==> src/rtl/ble_cmd_ctrl.sv <==
// ---------------------------------------------------------------------------
// ble_cmd_ctrl
// Frame-level receive controller for the BLE control path. It sits behind
// rx_uart and assembles command frames of the form
//   SOF | OP | LEN | PAYLOAD[LEN] | CHK      (CHK = XOR of OP, LEN, PAYLOAD)
// A frame that checks out is held and offered downstream through a
// valid/ready handshake. The payload can be read by index while it is held.
//
// Ports
//   clk          system clock, rising edge
//   rst          asynchronous reset, active low
//   rx_valid     one-cycle byte strobe from rx_uart
//   rx_data      received byte, qualified by rx_valid
//   cmd_valid    a complete, checked frame is held
//   cmd_ready    downstream accepts the held frame
//   cmd_op       opcode of the held frame
//   cmd_len      payload length of the held frame
//   rd_addr      payload read index
//   rd_data      payload[rd_addr], 8'h00 when rd_addr >= cmd_len
//   err_chk      one-cycle pulse: checksum mismatch
//   err_len      one-cycle pulse: LEN larger than MAX_LEN
//   err_timeout  one-cycle pulse: inter-byte gap exceeded inside a frame
//   err_overrun  one-cycle pulse: byte arrived while a frame was held
// ---------------------------------------------------------------------------
module ble_cmd_ctrl #(
  parameter int          MAX_LEN        = 16,
  parameter int          TIMEOUT_CYCLES = 2000,
  parameter logic [7:0]  SOF_BYTE       = 8'hAA,
  localparam int         LW             = $clog2(MAX_LEN + 1)
) (
  input  logic          clk,
  input  logic          rst,
  input  logic          rx_valid,
  input  logic [7:0]    rx_data,
  output logic          cmd_valid,
  input  logic          cmd_ready,
  output logic [7:0]    cmd_op,
  output logic [LW-1:0] cmd_len,
  input  logic [LW-1:0] rd_addr,
  output logic [7:0]    rd_data,
  output logic          err_chk,
  output logic          err_len,
  output logic          err_timeout,
  output logic          err_overrun
);

  // Buffer index width; the buffer is rounded up to a power of two so that
  // an index slice never needs a bounds check of its own.
  localparam int AW    = (MAX_LEN > 1) ? $clog2(MAX_LEN) : 1;
  localparam int DEPTH = 1 << AW;
  localparam int TW    = (TIMEOUT_CYCLES > 1) ? $clog2(TIMEOUT_CYCLES) : 1;

  localparam logic [TW-1:0] TMO_LAST = TW'(TIMEOUT_CYCLES - 1);
  localparam logic [7:0]    MAX_LEN8 = 8'(MAX_LEN);

  typedef enum logic [2:0] {
    IDLE    = 3'd0,
    GET_OP  = 3'd1,
    GET_LEN = 3'd2,
    GET_PAY = 3'd3,
    GET_CHK = 3'd4,
    HOLD    = 3'd5
  } state_t;

  state_t          state_q, state_d;
  logic [LW-1:0]   cnt_q, cnt_d;
  logic [7:0]      chk_q, chk_d;
  logic [TW-1:0]   tmo_q, tmo_d;
  logic [7:0]      op_q, op_d;
  logic [LW-1:0]   len_q, len_d;
  logic            wr_en;
  logic            in_frame;
  logic            tmo_exp;
  logic            e_chk, e_len, e_tmo, e_ovr;

  logic [7:0]      pay_mem [0:DEPTH-1];

  // Timer is only live while a frame is being collected.
  assign in_frame = (state_q == GET_OP) || (state_q == GET_LEN) ||
                    (state_q == GET_PAY) || (state_q == GET_CHK);
  // A byte arriving on the expiry cycle takes priority over the timeout.
  assign tmo_exp  = in_frame && !rx_valid && (tmo_q == TMO_LAST);

  always_comb begin
    state_d = state_q;
    cnt_d   = cnt_q;
    chk_d   = chk_q;
    op_d    = op_q;
    len_d   = len_q;
    wr_en   = 1'b0;
    e_chk   = 1'b0;
    e_len   = 1'b0;
    e_tmo   = 1'b0;
    e_ovr   = 1'b0;

    case (state_q)
      IDLE: begin
        // Anything other than SOF is line noise and is dropped quietly.
        if (rx_valid && (rx_data == SOF_BYTE)) begin
          chk_d   = 8'h00;
          state_d = GET_OP;
        end
      end

      GET_OP: begin
        if (rx_valid) begin
          op_d    = rx_data;
          chk_d   = rx_data;
          state_d = GET_LEN;
        end else if (tmo_exp) begin
          e_tmo   = 1'b1;
          state_d = IDLE;
        end
      end

      GET_LEN: begin
        if (rx_valid) begin
          if (rx_data > MAX_LEN8) begin
            e_len   = 1'b1;
            state_d = IDLE;
          end else begin
            len_d = rx_data[LW-1:0];
            chk_d = chk_q ^ rx_data;
            if (rx_data == 8'h00) begin
              state_d = GET_CHK;
            end else begin
              cnt_d   = '0;
              state_d = GET_PAY;
            end
          end
        end else if (tmo_exp) begin
          e_tmo   = 1'b1;
          state_d = IDLE;
        end
      end

      GET_PAY: begin
        if (rx_valid) begin
          wr_en = 1'b1;
          chk_d = chk_q ^ rx_data;
          cnt_d = cnt_q + LW'(1);
          if (cnt_q == (len_q - LW'(1))) begin
            state_d = GET_CHK;
          end
        end else if (tmo_exp) begin
          e_tmo   = 1'b1;
          state_d = IDLE;
        end
      end

      GET_CHK: begin
        if (rx_valid) begin
          if (rx_data == chk_q) begin
            state_d = HOLD;
          end else begin
            e_chk   = 1'b1;
            state_d = IDLE;
          end
        end else if (tmo_exp) begin
          e_tmo   = 1'b1;
          state_d = IDLE;
        end
      end

      HOLD: begin
        // Bytes in HOLD are never parsed, even on the handshake cycle.
        if (rx_valid) begin
          e_ovr = 1'b1;
        end
        if (cmd_ready) begin
          state_d = IDLE;
        end
      end

      default: begin
        state_d = IDLE;
      end
    endcase

    // Timer restarts on every byte and on every state change, and rests at
    // zero outside the collecting states.
    if (in_frame && !rx_valid && (state_d == state_q)) begin
      tmo_d = tmo_q + TW'(1);
    end else begin
      tmo_d = '0;
    end
  end

  // ---- control / header registers ----
  always_ff @(posedge clk or negedge rst) begin
    if (!rst) begin
      state_q     <= IDLE;
      cnt_q       <= '0;
      chk_q       <= 8'h00;
      tmo_q       <= '0;
      op_q        <= 8'h00;
      len_q       <= '0;
      err_chk     <= 1'b0;
      err_len     <= 1'b0;
      err_timeout <= 1'b0;
      err_overrun <= 1'b0;
    end else begin
      state_q     <= state_d;
      cnt_q       <= cnt_d;
      chk_q       <= chk_d;
      tmo_q       <= tmo_d;
      op_q        <= op_d;
      len_q       <= len_d;
      err_chk     <= e_chk;
      err_len     <= e_len;
      err_timeout <= e_tmo;
      err_overrun <= e_ovr;
    end
  end

  // ---- payload buffer (data only, no reset) ----
  always_ff @(posedge clk) begin
    if (wr_en) begin
      pay_mem[cnt_q[AW-1:0]] <= rx_data;
    end
  end

  assign cmd_valid = (state_q == HOLD);
  assign cmd_op    = op_q;
  assign cmd_len   = len_q;

  // rd_addr < cmd_len <= MAX_LEN, so the low AW bits address the entry.
  assign rd_data = (rd_addr < len_q) ? pay_mem[rd_addr[AW-1:0]] : 8'h00;

endmodule

==> config.mk <==
export PLATFORM = sky130hd
export DESIGN_NAME = ble_cmd_ctrl
export DESIGN_NICKNAME = d
export VERILOG_FILES = /design/src/rtl/ble_cmd_ctrl.sv
export SDC_FILE = /design/constraint.sdc
export NUM_CORES = 1
export LEC_CHECK = 0
export BUFFER_PORTS_ARGS = -buffer_cell sky130_fd_sc_hd__buf_2
export CAP_MARGIN = 20
export CORE_AREA = 2 2 116 118
export DETAILED_ROUTE_END_ITERATION = 6
export DIE_AREA = 0 0 118 120
export HOLD_SLACK_MARGIN = 0.06
export PLACE_DENSITY = 0.78
export REMOVE_ABC_BUFFERS = 1
export SETUP_SLACK_MARGIN = 0.4
export SLEW_MARGIN = 0
export SYNTH_ARGS = -nofsm -noshare
export SYNTH_HDL_FRONTEND = slang
export SYNTH_SLANG_ARGS = --single-unit
export TNS_END_PERCENT = 100
==> constraint.sdc <==
create_clock -name clk -period 3.29 [get_ports clk]
set_input_delay 0.4935 -clock clk [delete_from_list [all_inputs] [get_ports clk]]
set_output_delay 0.4935 -clock clk [all_outputs]
set_load 0.1 [all_outputs]
==> summary.json <==
{
  "worst_hold_path": {
    "hold_class": "primary input to flip-flop",
    "worst_hold_startpoint": "rx_valid",
    "holdPathEnd": "err_timeout$_DFF_PN0_",
    "holdPathStages": 2
  },
  "critical_path": {
    "setup.reg_to_reg.worst_slack_ps": 800,
    "worstPathArrival_ps": 2420,
    "worstPathRequired_ps": 2800,
    "timing.setup.critical_path_class": "primary input to primary output",
    "timing.critical_path.to_type": "primary output",
    "r2r-end": "pay_mem[13][3]$_DFFE_PP_",
    "setup.worst_path.start_class": "primary input",
    "worst-r2r-cell-count": 4,
    "critical_path.max_stage_delay_ps": 530,
    "path_cells": "buf_4, buf_12, mux4_2, a22o_1, a221oi_1, a211oi_2, clkbuf_8",
    "critPathSlowestCell": "sky130_fd_sc_hd__mux4_2",
    "worst_r2r_startpoint": "state_q[0]$_DFF_PN0_",
    "crit_path_max_fanout": 15
  },
  "sta": {
    "fin_skew_ps": 5.31,
    "fmax_mhz": 343,
    "timing.final.hold_violations": 0,
    "setup_viol": 0,
    "grt_setup_unrepaired": "yes",
    "slew_violations": 0,
    "timing.slew.headroom_pct": 42.3,
    "tns_ps": 0,
    "final_period_minus_worst_setup_slack_ps": 2910,
    "holdWs_ps": 396,
    "period_share_pct": 88.5,
    "setup_ws_post_layout_ps": 377,
    "worst_slew_pin_slew_ps": 862
  },
  "grt": {
    "wire_length_of_the_first_global_routing_pass_um": 25000,
    "globalRouteTotalUtil_pct": 23.6,
    "grt_start_max_net_pins": 45,
    "grt_antenna_before_repair": 0,
    "grt_overflow": 0,
    "via_count_of_the_first_global_routing_pass": 4506
  },
  "layout": {
    "layout-area-overhead-vs-synth_pct": 14.8,
    "final_util_pct": 66.9,
    "antenna-diode-count": 0,
    "layout.nets": 568,
    "layout_common_cells": "sky130_fd_sc_hd__edfxtp_1 (128), sky130_fd_sc_hd__dfrtp_1 (44), sky130_fd_sc_hd__nor2_1 (35)",
    "post_route_cells_drive_above_1_share_pct": 26.4,
    "most_common_library_cell_in_the_layout_ignoring_fill_and_taps": "sky130_fd_sc_hd__edfxtp_1"
  },
  "flow_run": {
    "maxCapViolations": 0
  },
  "pwr": {
    "clkPwrFrac_pct": 37.6,
    "cellLeakagePower_nw": 3.14,
    "p_total_mw": 4.95,
    "reg_power_share_pct": 49.9,
    "powerDensity_nw_per_um2": 570,
    "sw_frac_of_total_pct": 26.1,
    "power_switching_mw": 1.29,
    "power.combinational.fraction_pct": 12.5,
    "ir_worst_vdd_mv": 0.496,
    "power_report.internal_total_mw": 3.66
  },
  "synth": {
    "synth.yosys.seq_area_share_pct": 65.4,
    "synthArstFlopShare_pct": 25.6,
    "synth_top_area_cell": "sky130_fd_sc_hd__edfxtp_1",
    "distinct_cells_synth": 53,
    "ys.flop_type": "sky130_fd_sc_hd__edfxtp_1",
    "cells_taking_the_most_area_after_synthesis": "sky130_fd_sc_hd__edfxtp_1 (51%), sky130_fd_sc_hd__dfrtp_1 (15%), sky130_fd_sc_hd__mux4_2 (9.8%), sky130_fd_sc_hd__xnor2_1 (2.2%), sky130_fd_sc_hd__a22o_1 (1.7%)",
    "ys_seq_elements": 172,
    "yosys_warnings": 0,
    "synthesis.instances": 489,
    "synth.avg_cell_area_um2": 15.5,
    "edff_count_synth": 128,
    "synth.top_cell.area_share_pct": 50.9,
    "synthesis.area_um2": 7560
  },
  "floorplanning": {
    "placeableCoreArea_um2": 13000,
    "fp.dieH_um": 120,
    "die_width_um": 118,
    "floorplan.initialDensity_pct": 58.2,
    "dieArea_um2": 14200,
    "num_rows": 42,
    "floorplan.io_pins": 43
  },
  "drt": {
    "wire_per_inst_um": 21.9,
    "drt_first_iter_violations": 500,
    "drtPass1Iterations": 5,
    "route.detailed.drc": 0,
    "via_per_inst": 6.16,
    "routed_wirelength_um": 16000,
    "antenna_violating_nets_post_route": 0,
    "vias": 4496
  },
  "clock_network": {
    "cts_buffers": 17,
    "clock_tree.htree_level_count": 4,
    "clkLatencyLatePin_ps": 420,
    "clk_pin_slew_worst_paths_ps": 60,
    "tritoncts": "yes",
    "clock_tree.buffer_depth": 2,
    "clock_root_buffer": "sky130_fd_sc_hd__clkbuf_16",
    "clock-sinks": 172
  },
  "placed_design": {
    "dpl.hpwl_um": 10700,
    "preCtsSetupSlack_ps": 322,
    "gpl.final_weighted_congestion": 0.861,
    "port-buffer-count": 42
  },
  "status": {
    "run_status": "complete, no violations"
  }
}
==> logic make-up after synthesis <==
kind of cell | Yosys count | share of synthesized area [%]
flip-flops | 172 | 65.4
AND/OR/NAND/NOR | 125 | 8.57
AO/OA/AOI/OAI | 76 | 7.78
buffers and inverters | 39 | 2.55
multiplexers | 39 | 10.8
XOR/XNOR | 28 | 3.24
adder cells (fa/ha/maj) | 10 | 1.66
==> cells in the mapped netlist, types with 2 or more instances <==
master,instances
sky130_fd_sc_hd__buf_6,3
sky130_fd_sc_hd__mux2_2,5
sky130_fd_sc_hd__edfxtp_1,128
sky130_fd_sc_hd__xor2_1,9
sky130_fd_sc_hd__buf_1,2
sky130_fd_sc_hd__inv_1,11
sky130_fd_sc_hd__clkbuf_1,12
sky130_fd_sc_hd__a21oi_1,6
sky130_fd_sc_hd__nor3_1,6
sky130_fd_sc_hd__buf_2,7
sky130_fd_sc_hd__a21o_1,3
sky130_fd_sc_hd__a221oi_1,8
sky130_fd_sc_hd__xnor2_1,19
sky130_fd_sc_hd__nand2_1,32
sky130_fd_sc_hd__o2111ai_1,2
sky130_fd_sc_hd__nand4_1,4
sky130_fd_sc_hd__and2_1,2
sky130_fd_sc_hd__nand3_1,6
sky130_fd_sc_hd__o21ai_0,16
sky130_fd_sc_hd__a41oi_1,2
sky130_fd_sc_hd__o21ai_1,4
sky130_fd_sc_hd__buf_4,4
sky130_fd_sc_hd__or3_1,2
sky130_fd_sc_hd__a22o_1,15
sky130_fd_sc_hd__nand2b_1,11
sky130_fd_sc_hd__mux4_2,33
sky130_fd_sc_hd__nor2_1,35
sky130_fd_sc_hd__dfrtp_1,44
sky130_fd_sc_hd__a31oi_1,2
sky130_fd_sc_hd__a211oi_1,9
sky130_fd_sc_hd__a32oi_1,2
sky130_fd_sc_hd__nor4b_1,2
sky130_fd_sc_hd__nand3b_1,3
sky130_fd_sc_hd__nor2b_1,5
sky130_fd_sc_hd__ha_1,10
sky130_fd_sc_hd__and3_1,8
==> routing by layer <==
| layer | global-route usage [%] | vias up | routed length, um |
|---|---|---|---|
| li1 | - | 1995 | - |
| met1 | 30.3 | 2311 | 6580 |
| met2 | 39.3 | 161 | 8310 |
| met3 | 4.94 | 29 | 729 |
| met4 | 10.5 | 0 | 388 |
| met5 | 0 | - | 0 |
==> worst max-delay path by stage <==
stage / startpoint / endpoint / slack, ps
2_1_floorplan: cmd_len[1]$_DFFE_PN0P_ / rd_data[0] / -1430
3_3_place_gp: rd_addr[0] / rd_data[2] / 360
3_5_place_dp: rd_addr[0] / rd_data[3] / 320
4_1_cts: cmd_len[1]$_DFFE_PN0P_ / rd_data[7] / 380
5_1_grt: rd_addr[0] / rd_data[3] / 320
6_report: rd_addr[0] / rd_data[3] / 380
==> timing repair <==
action / in CTS / in global routing
hold endpoints to repair: 0 / 11
setup buffers: 0 / 1
resized for setup: 10 / 17
pin swaps: 0 / 3
hold buffers: 0 / 1
endpoints found under the setup margin: 8 / 8
==> cell type report <==
class                      instances  area [um2]
clock buffer                      20         437
clock inverter                    12         115
fill                             885        4300
inverter                          11        41.3
multi-input combinational        278        2480
sequential                       172        4940
tap                              176         220
timing repair buffer              61         447
==> per-stage QoR <==
stage | instances | instance area [um2]
after floorplan | 461 | 7410
after global placement | 695 | 7970
after detailed placement | 695 | 7970
after CTS | 727 | 8550
after global routing | 730 | 8680
final | 730 | 8680
==> flip-flops by register name, indices dropped and copies added (netlist names), 3 cells and up <==
register and cells:
pay_mem 128, state_q 3, cmd_op 8, cnt_q 5, chk_q 8, cmd_len 5, tmo_q 11
==> power groups by stage <==
stage	sequential, mW	clock, mW	combinational [mW]
after global routing	2.48	1.98	0.659
after detailed placement	2.51	0	0.588
after floorplan	2.66	0	0.264
after CTS	2.47	1.89	0.598
after global placement	2.51	0	0.569
final	2.47	1.86	0.619
==> critical path: cells and delay by family <==
family          cells  cell delay, ps
compound gates      3             730
mux                 1             530
buf+inv             3             650
(Power assumes the default switching activity.)
